## config.mk

```make
export PLATFORM = sky130hd
export DESIGN_NAME = syn_fifo_pro
export DESIGN_NICKNAME = d
export VERILOG_FILES = /design/src/rtl/syn_fifo_pro.sv
export SDC_FILE = /design/constraint.sdc
export NUM_CORES = 1
export LEC_CHECK = 0
export ABC_AREA = 1
export BUFFER_PORTS_ARGS = -buffer_cell sky130_fd_sc_hd__buf_4
export CAP_MARGIN = 20
export CORE_MARGIN = 2
export CORE_UTILIZATION = 30
export CTS_CLUSTER_SIZE = 12
export DETAILED_ROUTE_END_ITERATION = 16
export GPL_TIMING_DRIVEN = 0
export PLACE_DENSITY = 0.43
export SYNTH_ARGS = -nofsm -noshare
export SYNTH_HDL_FRONTEND = slang
export SYNTH_SLANG_ARGS = --single-unit
```

## constraint.sdc

```tcl
create_clock -name clk -period 3.2 [get_ports clk]
set_clock_uncertainty 0.2 [all_clocks]
set_input_delay 0.64 -clock clk [delete_from_list [all_inputs] [get_ports clk]]
set_output_delay 0.64 -clock clk [all_outputs]
set_load 0.005 [all_outputs]
```

## src/rtl/syn_fifo_pro.sv

```systemverilog
// rtl/syn_fifo_pro.sv - single-clock FIFO with count, almost flags and sticky over/underflow
// Define SYN_FIFO_FWFT_EN for first-word-fall-through read data; default is registered rdata.
module syn_fifo_pro #(
  parameter int WIDTH     = 8,
  parameter int DEPTH     = 16,
  parameter int AFULL_TH  = DEPTH - 2,
  parameter int AEMPTY_TH = 2
) (
  input  logic                   clk,
  input  logic                   rst,
  input  logic                   winc,
  input  logic [WIDTH-1:0]       wdata,
  input  logic                   rinc,
  output logic [WIDTH-1:0]       rdata,
  output logic                   wfull,
  output logic                   rempty,
  output logic                   almost_full,
  output logic                   almost_empty,
  output logic [$clog2(DEPTH):0] data_cnt,
  output logic                   overflow,
  output logic                   underflow
);

  localparam int AW = $clog2(DEPTH);
  localparam int PW = AW + 1;

  localparam logic [PW-1:0] DEPTH_C  = PW'(DEPTH);
  localparam logic [PW-1:0] AFULL_C  = PW'(AFULL_TH);
  localparam logic [PW-1:0] AEMPTY_C = PW'(AEMPTY_TH);

  logic [WIDTH-1:0] mem [DEPTH];
  logic [PW-1:0]    wptr;
  logic [PW-1:0]    rptr;
  logic             w_acc;
  logic             r_acc;

  // One extra pointer bit distinguishes full from empty; the difference is the count.
  assign data_cnt     = wptr - rptr;
  assign wfull        = (data_cnt == DEPTH_C);
  assign rempty       = (data_cnt == '0);
  assign almost_full  = (data_cnt >= AFULL_C);
  assign almost_empty = (data_cnt <= AEMPTY_C);

  assign w_acc = winc && !wfull && !rst;
  assign r_acc = rinc && !rempty && !rst;

  always_ff @(posedge clk) begin
    if (rst) begin
      wptr <= '0;
      rptr <= '0;
    end else begin
      if (w_acc) wptr <= wptr + 1'b1;
      if (r_acc) rptr <= rptr + 1'b1;
    end
  end

  // Storage is never cleared; reset only discards it by zeroing the pointers.
  always_ff @(posedge clk) begin
    if (w_acc) mem[wptr[AW-1:0]] <= wdata;
  end

  always_ff @(posedge clk) begin
    if (rst) begin
      overflow  <= 1'b0;
      underflow <= 1'b0;
    end else begin
      if (winc && wfull)  overflow  <= 1'b1;
      if (rinc && rempty) underflow <= 1'b1;
    end
  end

`ifdef SYN_FIFO_FWFT_EN
  assign rdata = mem[rptr[AW-1:0]];
`else
  logic [WIDTH-1:0] rdata_q;

  always_ff @(posedge clk) begin
    if (rst)        rdata_q <= '0;
    else if (r_acc) rdata_q <= mem[rptr[AW-1:0]];
  end

  assign rdata = rdata_q;
`endif

endmodule

```

Word-level counts from Yosys, hierarchy flattened --
Memory sizes are Yosys's and may differ from the RTL's. A register that Yosys moved wholly into a read port is not among the register bits. Index checks and enable logic that the tools add are counted.
Storage, ports and cells: input port bits 12, logic and storage cells 23, RAM bits 128, flip-flop bits (word level) 12, memories 1, output and inout port bits 19
Cells by class: add/sub/neg operators 3, equality and inequality tests 1, muxes and demuxes 2, reductions and logical operators 10, order comparisons 2
Memory list:
- mem | words 16, bits a word 8, rd ports 1, clocked after Yosys merged registers in 1, write ports 1, RTL line 31 | logic [WIDTH-1:0] mem [DEPTH];
Operator list (count):
- 5-bit by 1-bit adder with 5-bit output, second input constant | 2
- 1-bit logical AND | 6
- 5-bit == test, second input constant | 1
- 5-bit by 4-bit >= comparator with 1-bit output, second input constant | 1
- 5-bit by 2-bit <= comparator with 1-bit output, second input constant | 1
- 5-bit zero test | 1
- 5-bit subtractor | 1
- 1-bit zero test | 3
- 1-bit two-way mux | 2

Depth between registers and ports, before layout --
depth in word-level cells 7, mapped depth 15, gate-level depth less buffers 13

Worst setup path after synthesis --
OpenSTA, ideal clock, no wires.
path kind register to register, start register wptr[0], end memory mem[4][0] (enable), arrival time 2.482 ns, setup time 0.383 ns, data required time 2.617 ns, stages on the path, launching flop included 10, slack 0.135 ns, cells stage by stage dfxtp_1 -> inv_1 -> ha_1 -> fa_1 -> xnor2_1 -> nor2_4 -> nand3_4 -> nand2_2 -> buf_2 -> nor3_1
Between the ends: cells in the longest elaborated chain, start to end 7
Ends and longest elaborated chain:
- from (decl) | RTL line 32 | logic [PW-1:0] wptr;
- from (signal assigned) | RTL line 52 | if (w_acc) wptr <= wptr + 1'b1;
- 5-bit subtractor | RTL line 38 | assign data_cnt = wptr - rptr;
- net data_cnt[2] | RTL line 19 | output logic [$clog2(DEPTH):0] data_cnt,
- 5-bit == test | RTL line 39 | assign wfull = (data_cnt == DEPTH_C);
- 1-bit zero test | RTL line 44 | assign w_acc = winc && !wfull && !rst;
- 1-bit logical AND (2 in a row) | RTL line 44
- 1-bit two-way mux | RTL line 59 | if (w_acc) mem[wptr[AW-1:0]] <= wdata;
- 1-bit two-way mux (not written as such) | RTL line 59
- to (decl) | RTL line 31
The timed path passes the listed nets, and every way through them passes these cells.

Final worst setup path --
start register rptr[1], end output port almost_full
Between the ends: cells in the longest elaborated chain, start to end 2
Ends and longest elaborated chain:
- from (decl) | RTL line 33 | logic [PW-1:0] rptr;
- from (signal assigned) | RTL line 53 | if (r_acc) rptr <= rptr + 1'b1;
- 5-bit subtractor | RTL line 38
- 5-bit by 4-bit >= comparator with 1-bit output | RTL line 41 | assign almost_full = (data_cnt >= AFULL_C);
- to (decl) | RTL line 17 | output logic almost_full,
No other way between the ends.

==> run_results.csv <==
group,metric,value,unit
outcome,outcome,"completed",
power,p_switching,1.699,mW
flow_run,cap_violations,0,
detailed_routing,drt_iter0_markers,353,
detailed_routing,viasPerCell,4.601,
die,start_util,0.3072,
sta,fin_crit,3.054,ns
finish,layoutNonFillerInstCount,983,
finish,area_growth_syn_to_layout,22.12,%
sta,finalHoldViolCount,0,
worst_hold_path,min_path_type,"reg -> reg",
logic_synthesis,synth_top_family_by_area,"simple AND/OR/NAND/NOR gates",
logic_synthesis,synth_cell_types,28,
logic_synthesis,netlist_area,0.006477,mm2
critical_path,crit_fanout,10,
critical_path,critPathKind,"reg -> out",
place,gp_congestion,0.7840,
place,dpl.hpwl,11780,um
logic_synthesis,syn_inst,633,
critical_path,slowest_delay,0.34,ns
power,clockPowerShare,0.364,
clocking,cts_buffers,17,
logic_synthesis,synth_fp_nets,655,
grt,grt_max_degree,17,
place,port_buffers,29,
logic_synthesis,synth_simple_gate_area_frac,0.2080,
critical_path,slowest_stage,"dfxtp_2",
grt,grt_pass1_vias,4554,
detailed_routing,ant_nets,0,
clocking,clkSlewWorstSetupHoldPaths,0.07,ns
die,ioPinCount,31,
power,p_per_area,710.1,mW/mm2
sta,setup_viol,0,
critical_path,end_kind,"output port",
power,pwr-share-comb,0.245,
grt,gr-total-overflow,0,
place,placed_cells,947,
finish,nets,717,
detailed_routing,wl,17720,um
sta,slew_violations,0,
clocking,ctsHtreeMaxLevel,4,
sta,period_share,0.9545,
power,switching_share,0.3025,
logic_synthesis,ys_ff_latch,148,
critical_path,crit_chain,"buf_6, inv_2, buf_4, ha_1, nand3_1, nand2_1, nand2_1, nand2_4, o31ai_1, buf_4",
power,p_leak,3.078,nW
die,row_count,53,
clocking,root_buffer,"clkbuf_16",
grt,grt_first_pass_wirelength,27010,um
logic_synthesis,synth.mux.area_fraction,0,
die,die_area,0.02278,mm2
die,die_width,150.9,um
sta,relSlewSlack,0.5041,
sta,max_clock_freq,327.4,MHz
clocking,cts_buffer_depth,2,
logic_synthesis,ys_seq_area_frac,0.6552,
logic_synthesis,synth_area_per_cell,10.23,um2
logic_synthesis,yosys.area_share.adder,0.02048,
power,power_frac_seq,0.391,
clocking,tritoncts,"done",
finish,diodes,0,
detailed_routing,avgRoutedWirePerCell,18.03,um
detailed_routing,num_vias,4523,
critical_path,cp-start-kind,"flop",
logic_synthesis,synth_compound_area_frac,0.05486,
clocking,clock-sinks,148,
logic_synthesis,yosysWarnings,0,
place,pre_cts_slack,-0.3678,ns
logic_synthesis,yosys.area_share.xor_xnor,0.01217,
grt,antenna_found_initial,0,
detailed_routing,remaining_drc_errors,0,
sta,worstMarginPinSlew,0.7411,ns
clocking,clk-insertion-delay-late,0.43,ns
power,intPower,3.918,mW
die,coreArea,0.02109,mm2
clocking,cts_hold_buffers,0,
power,irDropWorstVdd,0.2776,mV
grt,grt_usage,0.1668,
sta,worst_slack,0.1457,ns
finish,drive_above_1_share,0.1907,
detailed_routing,drt_first_pass_iters,5,
critical_path,required,2.36,ns
die,die_y,150.9,um
critical_path,crit_arrival,2.21,ns
## worst max-delay path, delay by kind of cell (launching register included)
kind | cells | cell delay [ns]
AO/OA/AOI/OAI | 1 | 0.19
adder cells (fa/ha/maj) | 1 | 0.26
buffers and inverters | 4 | 0.66
flip-flops | 1 | 0.34
AND/OR/NAND/NOR | 4 | 0.34
## power groups by stage
stage / Clock (mW) / Sequential [mW] / Combinational (mW)
after floorplan: 0 / 2.23 / 0.798
after CTS: 2.08 / 2.20 / 1.33
after detailed placement: 0 / 2.24 / 1.30
after global routing: 2.16 / 2.21 / 1.55
after global placement: 0 / 2.24 / 1.28
final: 2.04 / 2.20 / 1.38
## path summary, 6_finish.rpt
check	startpoint	endpoint	slack [ns]	depth (start not counted)
max	rptr[1]	almost_full	0.15	10
min	underflow	underflow	0.26	2
max reg2reg	rptr[1]	mem[11][0]	0.21	13
min reg2reg	underflow	underflow	0.26	2
## kinds of logic (layout without fill, tap and decap cells)
group | count (synthesis) | count (layout)
flops | 148 | 148
compound gates | 69 | 69
fa+ha+maj | 10 | 10
buf+inv | 72 | 147
simple gates | 325 | 325
xor+xnor | 9 | 9
## area by class of cell
class / instances / area (um2)
fill: 2102 / 13180
sequential: 148 / 4248
multi-input combinational: 413 / 2058
clock buffer: 17 / 425.4
tap: 275 / 344.1
timing repair buffer: 44 / 320.3
clock inverter: 15 / 181.4
buffer: 29 / 166.4
inverter: 42 / 166.4
## per-layer routing
layer  global-route usage  up-vias  share of wire
li1                     -     2245              -
met1               0.2117     2158           0.45
met2               0.2832      101           0.49
met3              0.03524       19          0.042
met4              0.05748        0          0.019
met5                    0        -              0
## registers in the layout (all words and copies together), names as in the netlist
| register | flops |
|---|---|
| underflow | 1 |
| mem | 128 |
| overflow | 1 |
| rptr | 5 |
| wptr | 5 |
| rdata | 8 |
## Yosys cell counts
master | n | area, um2
buf_1 | 2 | 7.510
fa_1 | 1 | 20.02
a21oi_2 | 2 | 17.52
clkinv_1 | 5 | 18.77
inv_1 | 35 | 131.4
ha_1 | 9 | 112.6
xnor2_1 | 4 | 35.03
nand3b_1 | 1 | 7.510
buf_2 | 18 | 90.09
o21ai_0 | 55 | 275.3
nor2_4 | 1 | 11.26
nand2_2 | 4 | 25.02
nand3_1 | 41 | 205.2
nand3_4 | 2 | 35.03
clkbuf_1 | 6 | 22.52
dfxtp_1 | 20 | 400.4
o21ai_1 | 4 | 20.02
edfxtp_1 | 128 | 3844
nor3_1 | 16 | 80.08
xor2_1 | 5 | 43.79
nand2_4 | 1 | 11.26
buf_6 | 3 | 33.78
o31ai_1 | 1 | 7.510
a21oi_1 | 7 | 35.03
nor2_1 | 114 | 427.9
inv_2 | 2 | 7.510
nand2_1 | 145 | 544.3
buf_4 | 1 | 7.510
## stage by stage
step                      utilization  hold slack [ns]  power (mW)  setup TNS [ns]  instance area, um2
after floorplan                     -           0.2517       3.033               0                6477
after global placement         0.3338           0.2467       3.522          -78.86                7039
after detailed placement       0.3386           0.2552       3.536          -23.66                7139
after CTS                      0.3720           0.2735       5.610               0                7844
after global routing           0.3751           0.3182       5.920       -0.004303                7910
final                          0.3751           0.2617       5.617               0                7910
## layout by cell type (no fill, tap or decap), types with 3 or more instances in the layout
master / instances
buf_6: 6
nand2_2: 4
o21ai_1: 4
bufinv_16: 3
o21ai_0: 55
clkinv_4: 7
nor3_2: 9
nor2_1: 113
xor2_1: 5
clkbuf_16: 17
dfxtp_2: 3
a21oi_2: 3
nand3_1: 41
xnor2_1: 3
ha_1: 8
inv_1: 34
clkbuf_1: 5
dfxtp_1: 17
nor3_4: 6
buf_2: 23
nand2_1: 144
edfxtp_1: 128
clkinv_1: 5
buf_4: 37
a21oi_1: 6
## repair_timing
item | in CTS | in global routing
gates cloned | 0 | 0
pin swaps | 0 | 3
buffers inserted | 1 | 4
gates resized for setup | 22 | 9
endpoints found under the setup margin | 108 | 72
No activity file was read; power rests on OpenSTA's default activity.
